### src/rtl/ifetch_prefetch_queue_pkg.sv
// Shared widths, FSM encodings and the queue entry type for the instruction
// prefetch queue. The optional bypass path is controlled by PFQ_BYPASS_EN
// (see ifetch_prefetch_queue.sv).
package ifq_pkg;

    localparam int IFQ_WORD_W  = 32;
    localparam int IFQ_WADDR_W = 30;

    localparam logic [31:0] IFQ_RESET_PC = 32'h0000_0000;

    localparam logic [0:0] ST_RUN     = 1'b0;
    localparam logic [0:0] ST_DISCARD = 1'b1;

    typedef struct packed {
        logic [IFQ_WADDR_W-1:0] addr;
        logic [IFQ_WORD_W-1:0]  word;
    } ifq_entry_t;

    // Word index of a byte address; the low two bits are ignored.
    function automatic logic [IFQ_WADDR_W-1:0] ifq_word_of(input logic [31:0] byte_addr);
        return byte_addr[31:2];
    endfunction

endpackage

### src/rtl/ifetch_prefetch_queue_if.sv
// I-cache request bus, redirect strobe and aligner-facing queue head.
// master: the prefetch queue. slave: the I-cache / aligner environment.
interface ifetch_prefetch_queue_if;
    import ifq_pkg::*;

    logic                   ic_read;
    logic [IFQ_WADDR_W-1:0] ic_addr;
    logic [IFQ_WORD_W-1:0]  ic_rdata;
    logic                   ic_stall;

    logic                   flush;
    logic [31:0]            flush_addr;

    logic                   q_valid;
    logic [31:0]            q_addr;
    logic [IFQ_WORD_W-1:0]  q_word;
    logic                   q_nvalid;
    logic [IFQ_WORD_W-1:0]  q_nword;
    logic                   q_pop;

    modport master (
        output ic_read, ic_addr,
        input  ic_rdata, ic_stall,
        input  flush, flush_addr,
        output q_valid, q_addr, q_word, q_nvalid, q_nword,
        input  q_pop
    );

    modport slave (
        input  ic_read, ic_addr,
        output ic_rdata, ic_stall,
        output flush, flush_addr,
        input  q_valid, q_addr, q_word, q_nvalid, q_nword,
        output q_pop
    );

endinterface

### src/rtl/ifetch_prefetch_queue_fifo.sv
// DEPTH-entry circular buffer of {word address, word} with head and head+1
// read ports. Clear wins over push/pop; pop on empty is ignored.
module ifq_fifo
    import ifq_pkg::*;
#(
    parameter int DEPTH = 4
) (
    input  logic                      clk,
    input  logic                      rst,
    input  logic                      push,
    input  ifq_entry_t                push_entry,
    input  logic                      pop,
    input  logic                      clear,
    output logic                      head_valid,
    output ifq_entry_t                head_entry,
    output logic                      next_valid,
    output ifq_entry_t                next_entry,
    output logic [$clog2(DEPTH):0]    count
);

    localparam int IW = $clog2(DEPTH);
    localparam int CW = IW + 1;
    localparam logic [CW-1:0] FULL_C = CW'(DEPTH);

    ifq_entry_t      entry_q [DEPTH];
    ifq_entry_t      entry_d [DEPTH];
    logic [IW-1:0]   head_q, head_d;
    logic [IW-1:0]   tail_q, tail_d;
    logic [CW-1:0]   count_q, count_d;
    logic [IW-1:0]   next_idx;
    logic            do_push, do_pop;

    // Pointer, count and storage update for push/pop/clear.
    always_comb begin
        entry_d = entry_q;
        head_d  = head_q;
        tail_d  = tail_q;
        count_d = count_q;
        do_pop  = pop && (count_q != '0);
        do_push = push && ((count_q != FULL_C) || do_pop);
        if (clear) begin
            head_d  = '0;
            tail_d  = '0;
            count_d = '0;
        end else begin
            if (do_push) begin
                entry_d[tail_q] = push_entry;
                tail_d          = tail_q + IW'(1);
            end
            if (do_pop) begin
                head_d = head_q + IW'(1);
            end
            case ({do_push, do_pop})
                2'b10:   count_d = count_q + CW'(1);
                2'b01:   count_d = count_q - CW'(1);
                default: count_d = count_q;
            endcase
        end
    end

    // Queue registers.
    always_ff @(posedge clk or negedge rst) begin
        if (!rst) begin
            for (int i = 0; i < DEPTH; i++) begin
                entry_q[i] <= '0;
            end
            head_q  <= '0;
            tail_q  <= '0;
            count_q <= '0;
        end else begin
            entry_q <= entry_d;
            head_q  <= head_d;
            tail_q  <= tail_d;
            count_q <= count_d;
        end
    end

    // Read ports are forced to zero when the entry is not valid.
    always_comb begin
        next_idx   = head_q + IW'(1);
        head_valid = (count_q != '0);
        next_valid = (count_q > CW'(1));
        head_entry = head_valid ? entry_q[head_q]   : '0;
        next_entry = next_valid ? entry_q[next_idx] : '0;
        count      = count_q;
    end

endmodule

### src/rtl/ifetch_prefetch_queue.sv
// Instruction prefetch queue: fetches sequential words from the I-cache ahead
// of the compressed-instruction aligner and handles redirects. Defining
// PFQ_BYPASS_EN adds a same-cycle ic_rdata -> q_word path when the queue is
// empty.
//
//  state      | meaning
//  -----------+------------------------------------------------------------
//  ST_RUN     | normal fetch; request whenever the queue has room
//  ST_DISCARD | redirect arrived during a stalled request; hold the request,
//             | drop its data, then resume at redir_ptr
module ifetch_prefetch_queue
    import ifq_pkg::*;
#(
    parameter int          DEPTH    = 4,
    parameter logic [31:0] RESET_PC = IFQ_RESET_PC
) (
    input  logic                      clk,
    input  logic                      rst,
    ifetch_prefetch_queue_if.master   bus
);

    localparam int CW = $clog2(DEPTH) + 1;
    localparam logic [CW-1:0] FULL_C = CW'(DEPTH);

    logic [0:0]             state_q, state_d;
    logic [IFQ_WADDR_W-1:0] fetch_ptr_q, fetch_ptr_d;
    logic [IFQ_WADDR_W-1:0] redir_ptr_q, redir_ptr_d;

    logic                   fifo_push, fifo_pop, fifo_clear;
    ifq_entry_t             fifo_push_entry;
    logic                   head_valid, next_valid;
    ifq_entry_t             head_entry, next_entry;
    logic [CW-1:0]          fifo_count;

    logic                   ic_read_c;
    logic                   accept;
    logic [IFQ_WADDR_W-1:0] flush_word;
    logic                   bypass_hit;
    logic                   bypass_drop;

    // Request generation; held high in DISCARD because the cache cannot abort.
    // Reset is folded in so the request drops the moment reset is asserted.
    always_comb begin
        ic_read_c   = rst && ((state_q == ST_DISCARD) || (fifo_count != FULL_C));
        accept      = ic_read_c && !bus.ic_stall;
        flush_word  = ifq_word_of(bus.flush_addr);
        bus.ic_read = ic_read_c;
        bus.ic_addr = fetch_ptr_q;
    end

`ifdef PFQ_BYPASS_EN
    // Empty-queue hit forwarded straight to the aligner; not stored if popped.
    always_comb begin
        bypass_hit  = (state_q == ST_RUN) && !bus.flush && accept && (fifo_count == '0);
        bypass_drop = bypass_hit && bus.q_pop;
    end
`else
    // No forwarding path in this build.
    always_comb begin
        bypass_hit  = 1'b0;
        bypass_drop = 1'b0;
    end
`endif

    // Redirect FSM and fetch-pointer sequencing.
    always_comb begin
        state_d         = state_q;
        fetch_ptr_d     = fetch_ptr_q;
        redir_ptr_d     = redir_ptr_q;
        fifo_push       = 1'b0;
        fifo_pop        = 1'b0;
        fifo_clear      = 1'b0;
        fifo_push_entry = '{addr: fetch_ptr_q, word: bus.ic_rdata};
        case (state_q)
            ST_RUN: begin
                if (bus.flush) begin
                    fifo_clear = 1'b1;
                    if (ic_read_c && bus.ic_stall) begin
                        state_d     = ST_DISCARD;
                        redir_ptr_d = flush_word;
                    end else begin
                        fetch_ptr_d = flush_word;
                    end
                end else begin
                    fifo_pop  = bus.q_pop;
                    fifo_push = accept && !bypass_drop;
                    if (accept) begin
                        fetch_ptr_d = fetch_ptr_q + IFQ_WADDR_W'(1);
                    end
                end
            end
            default: begin
                if (bus.flush) begin
                    fifo_clear  = 1'b1;
                    redir_ptr_d = flush_word;
                end
                if (accept) begin
                    state_d     = ST_RUN;
                    fetch_ptr_d = bus.flush ? flush_word : redir_ptr_q;
                end
            end
        endcase
    end

    // Control registers.
    always_ff @(posedge clk or negedge rst) begin
        if (!rst) begin
            state_q     <= ST_RUN;
            fetch_ptr_q <= ifq_word_of(RESET_PC);
            redir_ptr_q <= '0;
        end else begin
            state_q     <= state_d;
            fetch_ptr_q <= fetch_ptr_d;
            redir_ptr_q <= redir_ptr_d;
        end
    end

    ifq_fifo #(
        .DEPTH (DEPTH)
    ) u_fifo (
        .clk        (clk),
        .rst        (rst),
        .push       (fifo_push),
        .push_entry (fifo_push_entry),
        .pop        (fifo_pop),
        .clear      (fifo_clear),
        .head_valid (head_valid),
        .head_entry (head_entry),
        .next_valid (next_valid),
        .next_entry (next_entry),
        .count      (fifo_count)
    );

    // Aligner-facing head and next word.
    always_comb begin
        bus.q_nvalid = next_valid;
        bus.q_nword  = next_entry.word;
        if (bypass_hit) begin
            bus.q_valid = 1'b1;
            bus.q_addr  = {fetch_ptr_q, 2'b00};
            bus.q_word  = bus.ic_rdata;
        end else begin
            bus.q_valid = head_valid;
            bus.q_addr  = {head_entry.addr, 2'b00};
            bus.q_word  = head_entry.word;
        end
    end

endmodule

### src/flat_wrapper.sv
// flat-port wrapper written by rule: the top's interface ports become plain ports
module ifetch_prefetch_queue_flat import ifq_pkg::*;
#(
    parameter int          DEPTH    = 4,
    parameter logic [31:0] RESET_PC = IFQ_RESET_PC
)
  (clk, rst, bus_ic_read, bus_ic_addr, bus_ic_rdata, bus_ic_stall, bus_flush, bus_flush_addr, bus_q_valid, bus_q_addr, bus_q_word, bus_q_nvalid, bus_q_nword, bus_q_pop);
  ifetch_prefetch_queue_if bus_i ();
  input  logic clk;
  input  logic rst;
  output wire logic [$bits(bus_i.ic_read)-1:0] bus_ic_read;
  output wire logic [$bits(bus_i.ic_addr)-1:0] bus_ic_addr;
  input wire logic [$bits(bus_i.ic_rdata)-1:0] bus_ic_rdata;
  input wire logic [$bits(bus_i.ic_stall)-1:0] bus_ic_stall;
  input wire logic [$bits(bus_i.flush)-1:0] bus_flush;
  input wire logic [$bits(bus_i.flush_addr)-1:0] bus_flush_addr;
  output wire logic [$bits(bus_i.q_valid)-1:0] bus_q_valid;
  output wire logic [$bits(bus_i.q_addr)-1:0] bus_q_addr;
  output wire logic [$bits(bus_i.q_word)-1:0] bus_q_word;
  output wire logic [$bits(bus_i.q_nvalid)-1:0] bus_q_nvalid;
  output wire logic [$bits(bus_i.q_nword)-1:0] bus_q_nword;
  input wire logic [$bits(bus_i.q_pop)-1:0] bus_q_pop;
  assign bus_ic_read = bus_i.ic_read;
  assign bus_ic_addr = bus_i.ic_addr;
  assign bus_i.ic_rdata = bus_ic_rdata;
  assign bus_i.ic_stall = bus_ic_stall;
  assign bus_i.flush = bus_flush;
  assign bus_i.flush_addr = bus_flush_addr;
  assign bus_q_valid = bus_i.q_valid;
  assign bus_q_addr = bus_i.q_addr;
  assign bus_q_word = bus_i.q_word;
  assign bus_q_nvalid = bus_i.q_nvalid;
  assign bus_q_nword = bus_i.q_nword;
  assign bus_i.q_pop = bus_q_pop;
  ifetch_prefetch_queue #(.DEPTH(DEPTH), .RESET_PC(RESET_PC)) u_core (.clk(clk), .rst(rst), .bus(bus_i));
endmodule
### config.mk
export PLATFORM = sky130hd
export DESIGN_NAME = ifetch_prefetch_queue_flat
export DESIGN_NICKNAME = d
export VERILOG_FILES = /design/src/rtl/ifetch_prefetch_queue_pkg.sv /design/src/rtl/ifetch_prefetch_queue_if.sv /design/src/rtl/ifetch_prefetch_queue_fifo.sv /design/src/rtl/ifetch_prefetch_queue.sv /design/src/flat_wrapper.sv
export SDC_FILE = /design/constraint.sdc
export NUM_CORES = 1
export LEC_CHECK = 0
export ABC_AREA = 1
export CAP_MARGIN = 20
export CORE_MARGIN = 2
export CORE_UTILIZATION = 56
export DETAILED_ROUTE_END_ITERATION = 16
export PLACE_DENSITY_LB_ADDON = 0.15
export SETUP_SLACK_MARGIN = 0.4
export SKIP_LAST_GASP = 1
export SYNTH_ARGS = -nofsm -noshare
export SYNTH_HDL_FRONTEND = slang
export SYNTH_SLANG_ARGS = --single-unit
### constraint.sdc
create_clock -name clk -period 2.5 [get_ports clk]
set_input_delay 0.5 -clock clk [delete_from_list [all_inputs] [get_ports clk]]
set_output_delay 0.5 -clock clk [all_outputs]
set_load 0.005 [all_outputs]
# Word-level counts from Yosys, hierarchy flattened
# Index checks and enable logic that the tools add are counted.
# classes
addsub	5
order_cmp	5
eq_ne	5
mux	35
n_bitwise	4
n_reduce_logical	19
# ops
op	n
$mux 30	9
$bmux 62 s2	2
$bwmux 248	1
$mux 62	4
$demux 62 s2	1
$mux 32	3
$add 30x1->30 const B	1
$reduce_bool 2->1	5
$ge 3x3->1 const B	3
$mux 1	9
$not 2->3	3
$mux 2	4
$logic_and 1x1->1	6
$pmux 3 s2	1
$reduce_bool 3->1	2
$add 2x1->2 const B	2
$reduce_and 2->1	2
$add 3x1->3 const B	1
$gt 3x1->1 const B	1
$lt 3x1->1 const B	1
$mux 3	1
$ne 3x2->1 const B	1
$ne 3x3->1 const B	1
$reduce_and 3->1	1
7 further kinds	8
# word_totals
ff_bits	316
input_bits	69
output_inout_bits	129
wordCells	87

# Longest topological paths before layout
# Gate-level depths: netlist of the first run.
# depth
word_depth	10
depth_mapped	12
depth_no_buf	12

# By module
# Synthesis of the first run repeated with hierarchy kept, for this count alone.
# hier_totals
hier_cells	2306
hier_area_um2	17220.3
# by_module_without_submodules
mod	instances	cells_per_inst	area_per_inst_um2	seq_area_each_um2
ifq_fifo	1	1763	13576.8	6381.1
ifetch_prefetch_queue	1	543	3643.5	1526.5

# Worst setup path after synthesis of the first run
# Ideal clock, no wire load.
# synth_path
kind	reg-to-output
startpoint	register u_core.u_fifo.count_q[0] (netlist: u_core.u_fifo.count[0])
endpoint	output port bus_q_nword[23]
arrival_ns	1.357
required_time_ns	2.000
path_slack_ns	0.643
stages_incl_launch_ff	7
path_buffers	2
path_cell_list	dfrtp_1 -> ha_1 -> o21bai_1 -> and2_1 -> clkbuf_1 -> clkbuf_1 -> a31oi_1
# synth_between
elab_chain_cells	2
# synth_lines
item	line_no	source
start, declared	ifetch_prefetch_queue_fifo.sv:29	logic [CW-1:0] count_q, count_d;
start signal, assigned	ifetch_prefetch_queue_fifo.sv:74	count_q <= count_d;
$gt 3x1->1	ifetch_prefetch_queue_fifo.sv:82	next_valid = (count_q > CW'(1));
$mux 32	ifetch_prefetch_queue_fifo.sv:84	next_entry = next_valid ? entry_q[next_idx] : '0;
end, declared	flat_wrapper.sv:21	output wire logic [$bits(bus_i.q_nword)-1:0] bus_q_nword;
# Every way passes these cells.

# Worst setup path after layout of the first run
# layout_path
startpoint	register u_core.u_fifo.head_q[0]
endpoint	output port bus_q_addr[19]
# layout_between
elab_chain_cells	5
# layout_lines
item	line_no	source
start, declared	ifetch_prefetch_queue_fifo.sv:27	logic [IW-1:0] head_q, head_d;
start signal, assigned	ifetch_prefetch_queue_fifo.sv:67	head_q <= '0;
start signal, assigned	ifetch_prefetch_queue_fifo.sv:72	head_q <= head_d;
$not 2->3 (implied by the code)	ifetch_prefetch_queue_fifo.sv:83	head_entry = head_valid ? entry_q[head_q] : '0;
$bmux 62 s2	ifetch_prefetch_queue_fifo.sv:83	
$mux 62 (implied by the code) (2 in a row)	ifetch_prefetch_queue_fifo.sv:83	
$mux 62	ifetch_prefetch_queue_fifo.sv:83	
end, declared	flat_wrapper.sv:18	output wire logic [$bits(bus_i.q_addr)-1:0] bus_q_addr;
# Every way passes these cells. The select of a mux whose other input is x is not followed.

==> results of run 1 <==
cells by family (layout without fill, tap and decap cells):
logic type | count (synthesis) | after routing
XOR/XNOR | 1 | 1
adder cells (fa/ha/maj) | 10 | 10
flip-flops | 316 | 316
buffers and inverters | 301 | 606
AND/OR/NAND/NOR | 857 | 859
AO/OA/AOI/OAI | 648 | 648
other | 1 | 2
final cells by class:
class                           count  area (sq um)
Inverter                          158           631
Clock buffer                       52          1010
Timing Repair Buffer              386          4630
Timing Repair inverter              3          31.3
Clock inverter                      7          42.5
Sequential cell                   316          7920
Multi-Input combinational cell   1520          8290
Tap cell                          384           480
Fill cell                        1726          5520
what timing repair did:
action,CTS,global route
pin swaps,89,103
buffers inserted,67,26
endpoints found under the setup margin,170,168
cloned,25,23
gates resized for setup,628,330
worst paths after layout:
path                                              end  slack [ns]  depth (start not counted)
min reg2reg                u_core.u_fifo.entry_q[238]        0.49                          2
max                                    bus_q_addr[19]       -0.21                          9
max in group asynchronous   u_core.u_fifo.entry_q[23]        1.64                          2
max reg2reg                u_core.u_fifo.entry_q[215]        0.26                         13
min in group clk                       u_core.state_q        0.43                          4
min                             u_core.bus.ic_addr[8]        0.08                          2
worst max-delay path: cells and delay by family, from the launching register on:
kind                   cells  cell delay [ns]
buffers and inverters      7             0.86
DFF                        1             0.57
AOI/OAI and AO/OA          2             0.26
flip-flops by register name, summed over array words and instances (netlist names):
signal	cells
u_core.bus.ic_addr	30
u_core.redir_ptr_q	30
u_core.state_q	1
u_core.u_fifo.count	3
u_core.u_fifo.entry_q	248
u_core.u_fifo.head_q	2
u_core.u_fifo.tail_q	2
per-stage QoR:
step                utilization [%]  setup WS [ns]  TNS [ns]  power [mW]  hold slack [ns]
CTS                            74.8         -0.148     -5.18        19.1           0.0581
floorplan                         -          0.643         0        9.45            0.204
finish                         80.7         -0.212     -8.98        21.4           0.0771
global placement               64.9         0.0587         0        11.4            0.465
detailed placement             64.9         0.0521         0        11.6            0.470
global route                   80.7         -0.277    -12.29        22.1           0.0810
metal layers:
| metal | vias up | track usage, % | part of all wire, % |
|---|---|---|---|
| met2 | 1314 | 56.0 | 47 |
| met4 | 0 | 14.3 | 6.9 |
| met5 | - | 0 | 0 |
| met1 | 8187 | 44.8 | 36 |
| met3 | 378 | 6.21 | 10 |
| li1 | 7557 | - | - |
power by group through the flow:
stage | clock, mW | combinational, mW | sequential [mW]
after floorplan | 0 | 2.95 | 6.49
after global routing | 5.14 | 10.0 | 6.91
after CTS | 4.89 | 7.50 | 6.68
after global placement | 0 | 4.79 | 6.63
after detailed placement | 0 | 4.91 | 6.67
final | 4.93 | 9.59 | 6.85
placed cells by master, fill, tap and decap left out, drive strengths merged, types with 2 or more instances in the layout:
cell / Yosys / routed
buf: 74 / 267
o21ai: 483 / 483
clkdlybuf4s50: 0 / 95
clkinv: 0 / 8
o211ai: 5 / 5
nand2: 540 / 542
nand3: 41 / 41
dfrtp: 316 / 316
a21oi: 118 / 118
ha: 10 / 10
nand4: 2 / 2
a31oi: 33 / 33
nor2: 267 / 267
conb: 1 / 2
clkbuf: 69 / 71
o221ai: 2 / 2
inv: 158 / 160
nor3: 5 / 5
clkdlybuf4s15: 0 / 3
a22oi: 4 / 4
==> flow_summary.json, run 1 <==
{
  "status": "finished, violations left",
  "violations": "negative setup slack",
  "fp.dieH_um": 174,
  "path_cells": "buf_12, inv_8, buf_12, buf_16, buf_4, o21ai_2, a21oi_2, buf_4, buf_6",
  "avgViaCountPerCell": 6.17,
  "clk_pin_slew_ns": 0.06,
  "die_w_um": 174,
  "grt-ovfl-total": 0,
  "antenna_cells": 0,
  "setup_ws_ns": -0.212,
  "pin_count": 198,
  "fin_area_sq_mm": 0.0230,
  "syn_to_final_growth_pct": 42.5,
  "startpoint_type": "flip-flop",
  "cp.arrival_ns": 2.21,
  "drt_iter0_markers": 2102,
  "clockBufferDepth": 3,
  "placed_cell_area_sq_mm": 0.0185,
  "rsz0062_at_grt": "true",
  "yosysUniqueCellTypes": 36,
  "drc": 0,
  "r2r-start": "u_core.u_fifo.count[0]",
  "p_leak_nw": 10.3,
  "dp.cells": 2626,
  "port_buffers": 193,
  "synth-async-reset-ratio_pct": 100,
  "grt_max_degree": 115,
  "synth-seq-cells": 316,
  "fin_crit_ns": 2.71,
  "synth_edf_count": 0,
  "synth-xor-area-share_pct": 0.0542,
  "peakVddDrop_v": 0.000521,
  "fin_cells": 2826,
  "vias": 17436,
  "synth_flop_cell": "dfrtp_1",
  "synth_most_common_cell": "nand2_1",
  "hp-class": "in -> async",
  "wl_per_cell_um": 21.8,
  "tritoncts": "done",
  "gp_congestion": 0.931,
  "synthMuxAreaShare_pct": 0,
  "tightest_slew_ns": 0.860,
  "max_freq_mhz": 369,
  "start_util_pct": 56.6,
  "synth_compound_area_share_pct": 20.7,
  "cp_slowest_cell": "dfrtp_4",
  "yosys.area.top_type_share_pct": 48.9,
  "syn_avg_cell_area_sq_um": 7.57,
  "hpwl_mm": 28.1,
  "cap_violations": 0,
  "slew_viol_final": 0,
  "worstSetupStartpoint": "u_core.u_fifo.head_q[0]",
  "row_count": 62,
  "grt_first_pass_wirelength_mm": 83.2,
  "powerDensity_mw_per_mm2": 928,
  "cts.root.buffer_cell": "clkbuf_16",
  "yosys-top-cells-count": "nand2_1, dfrtp_1, nor2_1, o21ai_0, o21ai_1",
  "ant_nets": 0,
  "setup_viol_count_final": 83,
  "yosysTopAreaCell": "dfrtp_1",
  "maxSlewHeadroom_pct": 42.7,
  "syn_inst": 2134,
  "core-area_sq_mm": 0.0285,
  "swShare_pct": 37.4,
  "cts.sink_count": 316,
  "final_nets": 2500,
  "seqPwrFrac_pct": 32.0,
  "postCtsHoldBufs": 0,
  "syn_area_sq_mm": 0.0162,
  "drive_gt1_share_pct": 25.1,
  "die-area_sq_mm": 0.0302,
  "cp_slowest_stage_delay_ns": 0.57,
  "ys_seq_area_share_pct": 48.9,
  "drt-total-wl_mm": 61.7,
  "p_clk_share_pct": 23.1,
  "cts_buffers": 36,
  "gr-usage-all-layers_pct": 34.1,
  "ys.warnings.count": 0,
  "worstPathRequired_ns": 2.00,
  "ctsHtreeMaxLevel": 2,
  "synth-simple-area-share_pct": 20.7,
  "intPower_mw": 13.4,
  "crit_path_max_fanout": 7,
  "synth.area.top_cells": "dfrtp_1, nand2_1, o21ai_0",
  "first_global_vias": 15777,
  "p_switching_mw": 7.98,
  "endpoint_kind": "primary output",
  "dr.pass1.iters": 8,
  "hold_violations": 0,
  "clock_latency_ns": 0.53,
  "synth_fa_ha_area_share_pct": 0.774,
  "critical_path_class": "reg -> out",
  "grt_antenna_before_repair": 0,
  "fin_worst_skew_ns": 0.0147,
  "fin_crit_sh_pct": 108,
  "synth_top_family_by_area": "compound AO/OA/AOI/OAI gates",
  "combPwrFrac_pct": 44.9
}
No activity file was read; power rests on OpenSTA's default activity.
==> run 2: changes to the inputs <==
GPL_ROUTABILITY_DRIVEN = 1   (was not set)
==> results of run 2 <==
Same layout as run 1: the final DEF is identical, and so are final timing and power.
